===== src/rtl/alu_shift_pkg.sv =====
// Shared shift-unit types and mode helpers.
// Used by the barrel shifter pipeline and its stages.
package alu_shift_pkg;

    typedef enum logic [2:0] {
        SH_SLL = 3'd0,
        SH_SRL = 3'd1,
        SH_SRA = 3'd2,
        SH_ROR = 3'd3,
        SH_ROL = 3'd4
    } shift_mode_t;

    function automatic logic is_left(shift_mode_t mode);
        return (mode == SH_SLL) || (mode == SH_ROL);
    endfunction

    function automatic logic is_rotate(shift_mode_t mode);
        return (mode == SH_ROR) || (mode == SH_ROL);
    endfunction

    function automatic logic is_legal(logic [2:0] mode);
        return mode <= 3'd4;
    endfunction

endpackage


===== src/rtl/shift_stage.sv =====
// One log2 right-type shift stage of fixed distance.
// Shifts in the fill bit or wraps the low bits for rotates.
module shift_stage #(
    parameter int WIDTH = 32,
    parameter int DIST  = 1
) (
    input  logic [WIDTH-1:0] data,
    input  logic             en,
    input  logic             fill,
    input  logic             rotate,
    output logic [WIDTH-1:0] result
);

    logic [WIDTH-1:0] shifted;

    // Right shift by DIST, top bits from fill or wrapped low bits
    always_comb begin
        if (rotate) begin
            shifted = {data[DIST-1:0], data[WIDTH-1:DIST]};
        end else begin
            shifted = {{DIST{fill}}, data[WIDTH-1:DIST]};
        end
    end

    assign result = en ? shifted : data;

endmodule


===== src/rtl/pipelined_barrel_shifter.sv =====
// Pipelined barrel shifter: log2 stages with register slots
// every REG_EVERY stages and full valid/ready backpressure.
module pipelined_barrel_shifter
    import alu_shift_pkg::*;
#(
    parameter  int WIDTH     = 32,
    parameter  int REG_EVERY = 1,
    localparam int SHAMT_W   = $clog2(WIDTH)
) (
    input  logic               clk,
    input  logic               n_rst,
    input  logic               in_valid,
    output logic               in_ready,
    input  logic [WIDTH-1:0]   in_data,
    input  logic [SHAMT_W-1:0] in_shamt,
    input  logic [2:0]         in_mode,
    output logic               out_valid,
    input  logic               out_ready,
    output logic [WIDTH-1:0]   out_data
);

    localparam int LATENCY = (SHAMT_W + REG_EVERY - 1) / REG_EVERY;

    typedef struct packed {
        logic               valid;
        logic [WIDTH-1:0]   data;
        logic [SHAMT_W-1:0] shamt;
        shift_mode_t        mode;
        logic               fill;
    } slot_t;

    slot_t            slot_q [LATENCY];
    slot_t            entry;
    shift_mode_t      entry_mode;
    logic [LATENCY-1:0] rdy;
    logic             rot    [LATENCY];
    logic [WIDTH-1:0] grp    [LATENCY];
    logic [WIDTH-1:0] st_out [SHAMT_W];

    function automatic logic [WIDTH-1:0] rev(input logic [WIDTH-1:0] x);
        logic [WIDTH-1:0] r;
        for (int i = 0; i < WIDTH; i++) begin
            r[i] = x[WIDTH-1-i];
        end
        return r;
    endfunction

    assign entry_mode = shift_mode_t'(in_mode);

    // Entry beat: left modes reversed, illegal modes pass through
    always_comb begin
        entry       = '0;
        entry.valid = 1'b1;
        entry.mode  = entry_mode;
        entry.data  = is_left(entry_mode) ? rev(in_data) : in_data;
        entry.shamt = is_legal(in_mode) ? in_shamt : '0;
        entry.fill  = (entry_mode == SH_SRA) && in_data[WIDTH-1];
    end

    // Slot j may load when it or any later slot is free
    always_comb begin
        logic acc;
        rdy = '0;
        acc = out_ready;
        for (int j = LATENCY - 1; j >= 0; j--) begin
            acc    = acc || !slot_q[j].valid;
            rdy[j] = acc;
        end
    end

    assign in_ready = rdy[0];

    // Slot registers advance together, holding under backpressure
    always_ff @(posedge clk or negedge n_rst) begin
        if (!n_rst) begin
            for (int j = 0; j < LATENCY; j++) begin
                slot_q[j] <= '0;
            end
        end else begin
            if (rdy[0]) begin
                if (in_valid) begin
                    slot_q[0] <= entry;
                end else begin
                    slot_q[0].valid <= 1'b0;
                end
            end
            for (int j = 1; j < LATENCY; j++) begin
                if (rdy[j]) begin
                    if (slot_q[j-1].valid) begin
                        slot_q[j]      <= slot_q[j-1];
                        slot_q[j].data <= grp[j-1];
                    end else begin
                        slot_q[j].valid <= 1'b0;
                    end
                end
            end
        end
    end

    for (genvar j = 0; j < LATENCY; j++) begin : g_slot
        localparam int LAST = ((j + 1) * REG_EVERY < SHAMT_W)
                            ? (j + 1) * REG_EVERY - 1
                            : SHAMT_W - 1;
        assign rot[j] = is_rotate(slot_q[j].mode);
        assign grp[j] = st_out[LAST];
    end

    for (genvar k = 0; k < SHAMT_W; k++) begin : g_stage
        localparam int J = k / REG_EVERY;
        logic [WIDTH-1:0] din;
        if (k % REG_EVERY == 0) begin : g_head
            assign din = slot_q[J].data;
        end else begin : g_body
            assign din = st_out[k-1];
        end
        shift_stage #(
            .WIDTH (WIDTH),
            .DIST  (1 << k)
        ) u_stage (
            .data   (din),
            .en     (slot_q[J].shamt[k]),
            .fill   (slot_q[J].fill),
            .rotate (rot[J]),
            .result (st_out[k])
        );
    end

    assign out_valid = slot_q[LATENCY-1].valid;
    assign out_data  = is_left(slot_q[LATENCY-1].mode)
                     ? rev(grp[LATENCY-1])
                     : grp[LATENCY-1];

endmodule


===== config.mk =====
export PLATFORM = sky130hd
export DESIGN_NAME = pipelined_barrel_shifter
export DESIGN_NICKNAME = d
export VERILOG_FILES = /design/src/rtl/alu_shift_pkg.sv /design/src/rtl/shift_stage.sv /design/src/rtl/pipelined_barrel_shifter.sv
export SDC_FILE = /design/constraint.sdc
export NUM_CORES = 1
export LEC_CHECK = 0
export CAP_MARGIN = 20
export CORE_ASPECT_RATIO = 0.8
export CORE_MARGIN = 2
export CORE_UTILIZATION = 54
export DETAILED_ROUTE_END_ITERATION = 12
export PLACE_DENSITY = 0.85
export SYNTH_ARGS = -nofsm -noshare
export SYNTH_HDL_FRONTEND = slang
export SYNTH_HIERARCHICAL = 1
export SYNTH_SLANG_ARGS = --single-unit

===== constraint.sdc =====
create_clock -name clk -period 2.63 [get_ports clk]
set_input_delay 0.6575 -clock clk [delete_from_list [all_inputs] [get_ports clk]]
set_output_delay 0.6575 -clock clk [all_outputs]
set_load 0.005 [all_outputs]

=== After elaboration in Yosys (flattened, before gate mapping) ===
Index checks and enable logic that the tools add are counted.

* Bits of input ports: 44
* RAM bits: 0
* Flip-flop bits (word level): 210
* Output and inout port bits: 34
* Memory bits (read-only): 0
* Logic and storage cells: 81
* Memories: 0
* Bits in latches: 0

* $lt $le $gt $ge: 1
* Reductions and logical operators: 25
* Mux-type cells: 18
* Bitwise operators: 0
* $add $sub $neg: 0
* Div/mod/pow operators: 0
* Equality and inequality tests: 12
* Shift operators: 0
* Multipliers: 0

{| class="wikitable"
|+ Operators with widths
! cell !! count
|-
| $mux 32 || 12
|-
| $eq 3x2->1 const B || 6
|-
| $eq 3x3->1 const B || 6
|-
| $logic_or 1x1->1 || 12
|-
| $reduce_and 2->1 || 5
|-
| $logic_not 3->1 || 2
|-
| $logic_not 1->1 || 5
|-
| $mux 1 || 5
|-
| $mux 5 || 1
|-
| $le 3x3->1 const B || 1
|-
| $logic_and 1x1->1 || 1
|}

=== Longest topological paths before layout ===
Gate-level depths: netlist of run 1.

* Depth in word-level cells: 7
* Depth in mapped cells: 10

=== Modules after synthesis ===
The synthesis of run 1 kept the hierarchy.

{| class="wikitable"
|+ Modules (own cells, without submodules)
! module !! sequential area each (um^2) !! times used !! cells an instance !! area each (um^2)
|-
| pipelined_barrel_shifter || 5004.8 || 1 || 534 || 8358.0
|-
| shift_stage (g_stage[4].u_stage) || 0.0 || 1 || 74 || 643.1
|-
| shift_stage (g_stage[0].u_stage) || 0.0 || 1 || 38 || 544.3
|-
| shift_stage (g_stage[2].u_stage) || 0.0 || 1 || 45 || 540.5
|-
| shift_stage (g_stage[1].u_stage) || 0.0 || 1 || 40 || 535.5
|-
| shift_stage (g_stage[3].u_stage) || 0.0 || 1 || 55 || 520.5
|}

=== Worst setup path before layout of run 1 ===
OpenSTA, ideal clock, no wires.

* Path type: register to output
* Start point: register slot_q[1] (netlist name)
* End point: output out_data[10]
* Stages on the path, launching flop included: 11
* Required time: 1.972 ns
* Path buffers: 4
* Setup slack: 0.050 ns
* Data arrival time: 1.923 ns
* Path through: dfrtp_1 nor2_1 buf_2 nand2_1 o21ai_0 buf_6 nand2b_4 buf_6 buf_12 a31oi_4 mux2_2

{| class="wikitable"
|+ RTL lines
! item !! line !! RTL
|-
| start: declaration || pipelined_barrel_shifter.sv:32 || <nowiki>slot_t slot_q [LATENCY];</nowiki>
|-
| start signal: indexed assignment || pipelined_barrel_shifter.sv:90 || <nowiki>slot_q[j] <= slot_q[j-1];</nowiki>
|-
| end: declaration || pipelined_barrel_shifter.sv:19 || <nowiki>output logic [WIDTH-1:0] out_data</nowiki>
|}

==> reports/qor.yml, run 1 <==
crit_family: "simple AND/OR/NAND/NOR gates"
rr_startpoint: "slot_q[43]$_DFFE_PN0P_"
end_kind: "output port"
cts_sinks: 200
violations: "setup timing"
critPathCapture: "out_data[24]"
grt_max_degree: 69
num-fill-cells: 1430
io_pins: 78
yosysWarnings: 6
cts_tree: "yes"
hold_buffers: 0
final_common_cell: "mux2_2"
post-route-period-util: 1.06
syn_area_um2: 11100
clk_pin_slew_worst_paths_ns: 0.08
initial_core_util: 0.556
drv_slew: 0
ant_nets: 0
min_period_ns: 2.78
hp-class: "in2async"
wl_per_cell_um: 18.4
arrival_ns: 2.12
grt_setup_unrepaired: "true"
crit_path_start_kind: "register"
syn_nets: 830
drt_iter0_drc: 284
dp_hpwl_um: 13800
place_area_um2: 12000
maxCapViolCount: 0
cts_root_buffer: "clkbuf_16"
r2r_end: "g_stage[4].din[24]$_DFFE_PN0P_"
cts_made_buffers: 17
slowest_delay_ns: 0.40
syn_to_final_growth_pct: 16.5
synth.distinct_cells: 30
p_leak_nw: 5.50
dr.pass1.iters: 5
chipHeight_um: 132
seq_area_um2: 5010
setup_viol: 31
clock_latency_ns: 0.44
gp_congestion: 0.815
fin_ws_ns: -0.147
chipWidth_um: 165
stdcell_area_um2: 13000
avgViaCountPerCell: 5.60
htree_levels: 4
ir_worst_vdd_uv: 622
path_class: "reg2out"
rows: 46
clock.fmax_mhz: 360
status: "complete, but fails checks"
final_cell_mix: "282 x mux2_2, 198 x dfrtp_1, 98 x mux2_4"
fin_nets: 911
multi_input_area_um2: 5780
clockBufferDepth: 2
crit_chain: "nor2_2 -> nand2_2 -> o21ai_4 -> nand2b_4 -> buf_6 -> buf_6 -> a31oi_4 -> mux2_4 -> buf_6"
diodes: 0
path_common_cell: "buf_6"
critPathLaunch: "slot_q[1]$_DFFE_PN0P_"
ys_ff_latch: 200
wl_um: 21000
drc_errors: 0
ys_seq_area_frac: 0.449
maxSlewHeadroom: 0.616
worst-r2r-cell-count: 6
worst_pin_slew_ns: 0.577
syn_avg_cell_area_um2: 14.2
fp.coreArea_um2: 20000
path_max_fanout: 4
required_ns: 1.97
grt_antenna_before_repair: 0
crit_buf_inv: 3
cp.depth: 9
vias: 6410
power_density_nw_per_um2: 1210
slowest_stage: "dfrtp_1"
finalHoldViolCount: 0
clock_skew_ns: 0.0137
die-area_um2: 21800
grt_pass1_vias: 6688
hold_slack_ns: 0.201
grt_pass1_wl_um: 34600
synthCells: 786
port_buffers: 77
rrSetupSlack_ns: 0.78
grt_overflow: 0
drive_above_1_share: 0.582
grt_usage: 0.201
area by class of cell:
| cell class | count | area share |
|---|---|---|
| timing repair buffer | 115 | 0.0929 |
| multi-input combinational | 527 | 0.445 |
| sequential | 200 | 0.386 |
| inverter | 6 | 0.00174 |
| tap | 264 | 0.0255 |
| clock buffer | 19 | 0.0334 |
| clock inverter | 13 | 0.0152 |
per-stage QoR:
stage	std cells	util	worst slack, ns	setup TNS (ns)	total power, W
4_1_cts	1140	0.644	-0.117	-2.65	0.0154
2_1_floorplan	786	-	0.0497	0	0.0103
6_report	1144	0.648	-0.147	-2.75	0.0157
3_3_place_gp	1095	0.600	-0.0673	-0.0673	0.0120
3_5_place_dp	1095	0.600	-0.0503	-0.0765	0.0123
5_1_grt	1144	0.648	-0.226	-5.45	0.0165
sequential cells by signal (all words and copies together) (netlist names):
signal and flops:
g_stage.din 160, out_valid 1, slot_q 39
cells in the mapped netlist:
master,count,area [um2]
a21o_1,1,7.51
a21oi_1,7,35.0
a31oi_1,6,37.5
a31oi_2,7,87.6
a31oi_4,11,234
and4b_1,1,10.0
buf_12,8,160
buf_2,14,70.1
buf_4,11,82.6
buf_6,18,203
clkbuf_1,1,3.75
clkbuf_2,1,5.00
dfrtp_1,200,5000
inv_1,6,22.5
mux2_1,3,33.8
mux2_2,304,3420
mux2_4,76,1140
mux2i_1,12,120
nand2_1,43,161
nand2_2,1,6.26
nand2b_1,4,25.0
nand2b_4,2,27.5
nand3_1,1,5.00
nand3b_1,1,7.51
nand4b_4,1,23.8
nor2_1,37,139
nor4bb_1,1,10.0
o21ai_0,6,30.0
o21ai_2,1,8.76
o21ai_4,1,16.3
power by group:
group	switching, W	internal (W)
clock network	0.00116	0.00161
logic	0.00287	0.00464
registers	0.00110	0.00430
worst min path at each step:
stage,start,end,slack (ns),depth (start not counted)
floorplan,n_rst,g_stage[0].din[0]$_DFFE_PN0P_,0.36,0
global placement,slot_q[91]$_DFFE_PN0P_,slot_q[49]$_DFFE_PN0P_,0.49,1
detailed placement,slot_q[91]$_DFFE_PN0P_,slot_q[49]$_DFFE_PN0P_,0.50,1
CTS,n_rst,g_stage[0].din[25]$_DFFE_PN0P_,0.23,1
global route,n_rst,g_stage[0].din[25]$_DFFE_PN0P_,0.24,1
finish,n_rst,g_stage[0].din[25]$_DFFE_PN0P_,0.20,1
cells by family (layout without fill, tap and decap cells):
group           Yosys count  after routing  share of synthesized area
buf+inv                  59            153                     0.0491
compound gates           40             40                     0.0410
simple gates             92             92                     0.0373
flops                   200            200                      0.449
mux                     395            395                      0.423
timing repair:
| action | CTS | global route |
|---|---|---|
| hold endpoints to repair | 0 | 0 |
| resized for setup | 159 | 24 |
| pin swaps | 3 | 3 |
| setup endpoints to repair | 33 | 32 |
| gates cloned | 1 | 0 |
| buffers inserted | 14 | 3 |
layer usage:
layer  vias up  routed length, um  track usage
li1       3003                  -            -
met1      3295               9620        0.274
met2        89              10600        0.330
met3        23                550       0.0342
met4         0                290       0.0580
met5         -                  0            0
(Power assumes the default switching activity.)
==> run 2, diff against run 1 <==
--- a/config.mk
+++ b/config.mk
@@ -5,10 +5,10 @@
 export SDC_FILE = /design/constraint.sdc
 export NUM_CORES = 1
 export LEC_CHECK = 0
-export CAP_MARGIN = 20
 export CORE_ASPECT_RATIO = 0.8
 export CORE_MARGIN = 2
 export CORE_UTILIZATION = 54
+export CTS_CLUSTER_DIAMETER = 50
 export DETAILED_ROUTE_END_ITERATION = 12
 export PLACE_DENSITY = 0.85
 export SYNTH_ARGS = -nofsm -noshare
==> reports/qor.yml, run 2 (synthesis results as in run 1) <==
grt_usage: 0.201  # unchanged
place_area_um2: 12000  # unchanged
dr.pass1.iters: 4  # -1
path_common_cell: "buf_6"
clockBufferDepth: 2  # unchanged
fp.coreArea_um2: 20000  # unchanged
crit_buf_inv: 3  # unchanged
clock_latency_ns: 0.44  # about the same
required_ns: 1.97  # about the same
maxCapViolCount: 0  # unchanged
drt_iter0_drc: 281  # -1.1%
wl_um: 21000  # -0.13%
ir_worst_vdd_uv: 622  # about the same
finalHoldViolCount: 0  # unchanged
vias: 6425  # +0.23%
pwr-share-seq: 0.344  # about the same
clock.fmax_mhz: 358  # -0.49%
grt_overflow: 0  # unchanged
grt_pass1_wl_um: 34600  # unchanged
crit_path_start_kind: "register"
cts_root_buffer: "clkbuf_16"
stdcell_area_um2: 13000  # about the same
syn_to_final_growth_pct: 16.4  # about the same
violations: "setup timing"
p_leak_nw: 5.50  # about the same
power_density_nw_per_um2: 1210  # about the same
crit_chain: "nor2_2 -> nand2_2 -> o21ai_4 -> nand2b_4 -> buf_6 -> buf_6 -> a31oi_4 -> mux2_4 -> buf_6"
end_kind: "output port"
grt_pass1_vias: 6688  # unchanged
maxSlewHeadroom: 0.218  # -0.398
status: "complete, but fails checks"
pwr-share-comb: 0.479  # about the same
rr_startpoint: "slot_q[43]$_DFFE_PN0P_"
gp_congestion: 0.815  # unchanged
totalPowerFinal_w: 0.0157  # about the same
io_pins: 78  # unchanged
crit_family: "simple AND/OR/NAND/NOR gates"
cts_sinks: 200  # unchanged
avgViaCountPerCell: 5.62  # +0.32%
setup_viol: 32  # +3.2%
grt_setup_unrepaired: "true"
min_period_ns: 2.79  # +0.0138 ns
dp_hpwl_um: 13800  # unchanged
slowest_delay_ns: 0.40  # about the same
path_max_fanout: 4  # unchanged
port_buffers: 77  # unchanged
drv_slew: 0  # unchanged
chipHeight_um: 132  # unchanged
final_common_cell: "mux2_2"
htree_levels: 4  # unchanged
hp-class: "in2async"
wl_per_cell_um: 18.4  # about the same
cts_made_buffers: 17  # unchanged
swShare: 0.328  # about the same
final_cell_mix: "282 x mux2_2, 198 x dfrtp_1, 98 x mux2_4"
fin_ws_ns: -0.160  # -0.0138 ns
drive_above_1_share: 0.581  # about the same
drc_errors: 0  # unchanged
critPathLaunch: "slot_q[1]$_DFFE_PN0P_"
path_class: "reg2out"
grt_max_degree: 69  # unchanged
cts_tree: "yes"
fin_nets: 910  # -0.11%
ant_nets: 0  # unchanged
slowest_stage: "dfrtp_1"
largest_reg_flops: 160  # unchanged
arrival_ns: 2.13  # about the same
utilization: 0.648  # about the same
switchingPower_w: 0.00515  # about the same
chipWidth_um: 165  # unchanged
clk_pin_slew_worst_paths_ns: 0.08  # about the same
clock_skew_ns: 0.0143  # +0.000653 ns
post-route-period-util: 1.06  # +0.00524
clkPwrFrac: 0.177  # about the same
worst_pin_slew_ns: 1.16  # +0.584 ns
grt_antenna_before_repair: 0  # unchanged
p_int_w: 0.0105  # about the same
diodes: 0  # unchanged
die-area_um2: 21800  # unchanged
initial_core_util: 0.556  # unchanged
rows: 46  # unchanged
run 2: per-layer routing:
metal,track usage,up-vias,wire [um]
li1,-,2997,-
met1,0.274,3306,9570
met2,0.330,98,10600
met3,0.0342,24,552
met4,0.0580,0,296
met5,0,-,0
run 2: stage by stage:
step	instances	setup TNS, ns	worst slack, ns	hold slack, ns
floorplan	786	0	0.0497	0.362
global placement	1095	-0.0673	-0.0673	0.489
detailed placement	1095	-0.0765	-0.0503	0.497
CTS	1140	-2.65	-0.117	0.228
global route	1143	-5.61	-0.231	0.236
finish	1143	-3.15	-0.160	0.207
run 2: final timing paths:
path	to	slack, ns	cells past startpoint
min reg2reg	slot_q[49]$_DFFE_PN0P_	0.50	1
max in group asynchronous	slot_q[172]$_DFFE_PN0P_	1.69	2
min in group clk	slot_q[49]$_DFFE_PN0P_	0.50	1
max reg2reg	g_stage[4].din[24]$_DFFE_PN0P_	0.33	5
max	out_data[24]	-0.16	9
min	g_stage[0].din[25]$_DFFE_PN0P_	0.21	1
run 2: power groups by stage:
stage	clock network [W]	registers, W	logic [W]
floorplan	0	0.00496	0.00530
global placement	0	0.00536	0.00669
detailed placement	0	0.00542	0.00686
CTS	0.00280	0.00539	0.00722
global route	0.00295	0.00555	0.00801
finish	0.00277	0.00541	0.00751
run 2: final cells by class:
class	instances	area, um2
fillers	1430	7060
inverters	6	22.5
repair buffers	114	1200
clock inverters	13	198
multi-input cells	527	5780
well taps	264	330
clock buffers	19	433
flip-flops and latches	200	5010
run 2: repair_timing:
item                       CTS  global route
pin swaps                    3             3
gates cloned                 1             0
hold buffers                 0             0
setup buffers               14             3
resized for setup          159            24
setup endpoints to repair   33            32
==> run 3, diff against run 2 <==
--- a/config.mk
+++ b/config.mk
@@ -10,6 +10,7 @@
 export CORE_UTILIZATION = 54
 export CTS_CLUSTER_DIAMETER = 50
 export DETAILED_ROUTE_END_ITERATION = 12
+export HOLD_SLACK_MARGIN = 0.03
 export PLACE_DENSITY = 0.85
 export SYNTH_ARGS = -nofsm -noshare
 export SYNTH_HDL_FRONTEND = slang
==> results of run 3 <==
Final layout, timing and power as in run 2 (identical DEF).
==> RTL edit 1: new RTL, config.mk and constraints of run 1 <==
Register the input `in_mode` before use, with the module's reset. The logic sees it one clock later. The other inputs are not delayed to match.
--- a/src/rtl/pipelined_barrel_shifter.sv
+++ b/src/rtl/pipelined_barrel_shifter.sv
@@ -29,6 +29,16 @@
         logic               fill;
     } slot_t;
 
+    logic [2:0] in_mode_q;
+
+    always_ff @(posedge clk or negedge n_rst) begin
+        if (!n_rst) begin
+            in_mode_q <= '0;
+        end else begin
+            in_mode_q <= in_mode;
+        end
+    end
+
     slot_t            slot_q [LATENCY];
     slot_t            entry;
     shift_mode_t      entry_mode;
@@ -45,7 +55,7 @@
         return r;
     endfunction
 
-    assign entry_mode = shift_mode_t'(in_mode);
+    assign entry_mode = shift_mode_t'(in_mode_q);
 
     // Entry beat: left modes reversed, illegal modes pass through
     always_comb begin
@@ -53,7 +63,7 @@
         entry.valid = 1'b1;
         entry.mode  = entry_mode;
         entry.data  = is_left(entry_mode) ? rev(in_data) : in_data;
-        entry.shamt = is_legal(in_mode) ? in_shamt : '0;
+        entry.shamt = is_legal(in_mode_q) ? in_shamt : '0;
         entry.fill  = (entry_mode == SH_SRA) && in_data[WIDTH-1];
     end
 
Behaviour: not the same (Yosys sat finds a counterexample within 10 cycles, from zero or initial values and one cycle with n_rst low).
==> RTL edit 1 against run 1 <==
The flow still finishes with violations (negative setup slack). Final area is 1.9% higher. Worst setup slack better by 0.018 ns. Synthesized area is 0.67% higher. Largest cell class unchanged. Highest routed layer unchanged. Sequential cell count is 3 higher. Largest power group unchanged. Via count is 2.6% lower. Power is 3.7% higher. Register-to-register slack worse by 0.31 ns. Wire length is 5.3% lower.
==> RTL edit 1: results (changes against run 1) <==
| Metric | Value |
|---|---|
| Commonest cells in the netlist | mux2_2, dfrtp_1, mux2_4 |
| Pre-antenna DRT Iters | 4 (-1) |
| Failing checks | negative setup slack |
| Final Worst Setup Slack | -0.129 ns (+0.0180 ns) |
| Gr usage total | 18.4% (-1.7 points) |
| Register area share after synthesis | 45.3% (+0.37 points) |
| Syn_nets | 833 (+0.36%) |
| Maximum fanout along the worst path | 3 (-1) |
| Status | complete, but fails checks |
| Met2 Wirelength | 9220 um (-13%) |
| Synth top area cells | dfrtp_1, mux2_2, mux2_4 |
| R2R setup slack | 0.47 ns (-0.31 ns) |
| First-pass GRT wire length | 32700 um (-5.4%) |
| Final #Nets | 915 (+0.44%) |
| Dpl cell area | 12100 um2 (+0.84%) |
| CTS max path bufs | 3 (+1) |
| Placed Cells incl. Taps | 1104 (+0.82%) |
| Setup Viol. Count Final | 32 (+3.2%) |
| CTS buffer count | 21 (+4) |
| Clk pin slew, worst setup/hold paths | 0.06 ns (-0.02 ns) |
| Wire per inst | 17.3 um (-6.1%) |
| Setup TNS | -3.15 ns (-0.402 ns) |
| Reg-to-Reg End | g_stage[4].din[27] |
| H-tree levels | 1 (-3) |
| Post-Layout Cell Count | 1154 (+0.87%) |
| Vias in the first global route | 6314 (-5.6%) |
| Met1 GRT Util | 26.9% (-0.55 points) |
[RTL edit 1: power by group]
group          internal (mW)  switching (mW)
Sequential              4.35            1.13
Combinational           4.84            2.82
Clock                   1.94            1.18
Total                   11.1            5.13
[RTL edit 1: repair_timing]
action,in CTS,in global routing
cloned,1,0
resized for setup,203,18
hold buffers,0,0
endpoints found under the hold margin,0,0
pin swaps,3,3
setup buffers,14,0
setup endpoints to repair,33,32
[RTL edit 1: cell type report]
| class | instances | area share, % |
|---|---|---|
| Multi-Input combinational cell | 527 | 44.0 |
| Clock inverter | 11 | 1.21 |
| Clock buffer | 26 | 4.34 |
| Inverter | 6 | 0.170 |
| Tap cell | 269 | 2.54 |
| Sequential cell | 203 | 38.4 |
| Timing Repair Buffer | 112 | 9.33 |
[RTL edit 1: worst max-delay path: cells and delay by family (launching register included)]
family	cells	cell delay, ns
mux	1	0.30
flops	1	0.39
compound gates	2	0.17
simple gates	3	0.40
buf+inv	3	0.35
==> RTL edit 2: new RTL, flow settings as in run 1 <==
Made on the original files. `WIDTH` is set to 32 in 2 places; all go to 64.
--- a/src/rtl/shift_stage.sv
+++ b/src/rtl/shift_stage.sv
@@ -1,7 +1,7 @@
 // One log2 right-type shift stage of fixed distance.
 // Shifts in the fill bit or wraps the low bits for rotates.
 module shift_stage #(
-    parameter int WIDTH = 32,
+    parameter int WIDTH = 64,
     parameter int DIST  = 1
 ) (
     input  logic [WIDTH-1:0] data,
--- a/src/rtl/pipelined_barrel_shifter.sv
+++ b/src/rtl/pipelined_barrel_shifter.sv
@@ -3,7 +3,7 @@
 module pipelined_barrel_shifter
     import alu_shift_pkg::*;
 #(
-    parameter  int WIDTH     = 32,
+    parameter  int WIDTH     = 64,
     parameter  int REG_EVERY = 1,
     localparam int SHAMT_W   = $clog2(WIDTH)
 ) (
Interface: changed (resized in_data, in_shamt and out_data); port bits go from 78 to 143. The function was not compared with the original's and may differ.
==> RTL edit 2 against run 1 <==
The run still ends with negative setup slack left. Power grew 140%. First-iteration DRC count grew to 3.2 times the old value. Final area grew 120%. Via count grew 120%. Wire length grew to 2.6 times the old value. Largest power group unchanged. Worst setup slack lost 0.35 ns. Clock skew grew 0.0029 ns. Register-to-register slack lost 0.43 ns. Synthesized area grew 110%. Critical path type unchanged. Sequential cell count grew 235.
==> RTL edit 2: results (changes against run 1) <==
| Metric | Value |
|---|---|
| Iter 0 DRT Violations | 903 (+220%) |
| Dpl cell area | 25700 um2 (+110%) |
| Clk_lat worst skew | 0.56 ns (+0.12 ns) |
| Share of cells above drive strength 1 | 56.8% (-1.4 points) |
| Register area share after synthesis | 46.1% (+1.2 points) |
| Clock sink count | 435 (+120%) |
| Clock share of power | 16.8% (-0.9 points) |
| Final #Nets | 1959 (+120%) |
| Failing checks | negative setup slack |
| Setup Slack @ Placement | -0.0746 ns (-0.0243 ns) |
| Number of clock-tree buffers in the layout | 71 (+52) |
| Maximum fanout along the worst path | 8 (+4) |
| CP max stage delay | 0.43 ns (+0.03 ns) |
| Buffering overhead | 10.2% (+0.91 points) |
| Port buffer count | 142 (+84%) |
| Design Area, Final | 28700 um2 (+120%) |
| Synth Instances | 1684 (+110%) |
| Inverters | 7 (+1) |
| Multiplexer share of the synthesized area | 44.5% (+2.2 points) |
| Post-Layout Cell Count | 2478 (+120%) |
| Status | complete, but fails checks |
| Mapped Area | 23600 um2 (+110%) |
| Fill cell count | 2854 (+100%) |
| Vias per inst | 5.77 (+2.9%) |
| Met2 Wirelength | 25700 um (+140%) |
| H-tree levels | 2 (-2) |
| Seq area share | 38.0% (-0.55 points) |
| Largest net degree at the start of global routing | 77 (+12%) |
| Met3 wire len | 1860 um (+240%) |
| Post-CTS Setup Inserts | 21 (+7) |
| Placed Cells incl. Taps | 2333 (+110%) |
| Syn_nets | 1761 (+110%) |
| Setup Viol. Count Final | 64 (+110%) |
| Grt met2 use | 36.9% (+3.8 points) |
| Global routing usage on met3 | 2.74% (-0.67 points) |
| # resized after CTS | 226 (+42%) |
| Final Worst Setup Slack | -0.495 ns (-0.348 ns) |
-- RTL edit 2: cell count changes after synthesis, moves of 11 or more --
cell / before / now
a31oi_1: 6 / 46
buf_2: 14 / 59
buf_6: 18 / 29
dfrtp_1: 200 / 435
mux2_1: 3 / 124
mux2_2: 304 / 598
mux2_4: 76 / 150
nand2_1: 43 / 79
nor2_1: 37 / 70
-- RTL edit 2: worst paths after layout --
kind,cells after the start,to,slack [ns],start
max,11,out_data[51],-0.50,slot_q[2]
min,1,g_stage[0].din[39],0.06,n_rst
max reg2reg,5,g_stage[4].din[56],0.35,slot_q[152]
min reg2reg,1,slot_q[308],0.49,slot_q[383]
max in group asynchronous,2,slot_q[157],1.69,n_rst
min in group clk,1,slot_q[308],0.49,slot_q[383]
-- RTL edit 2: cells by family after synthesis --
logic type,Yosys count
muxes,885
DFF,435
buffers and inverters,127
AOI/OAI and AO/OA,75
and+or+nand+nor,162
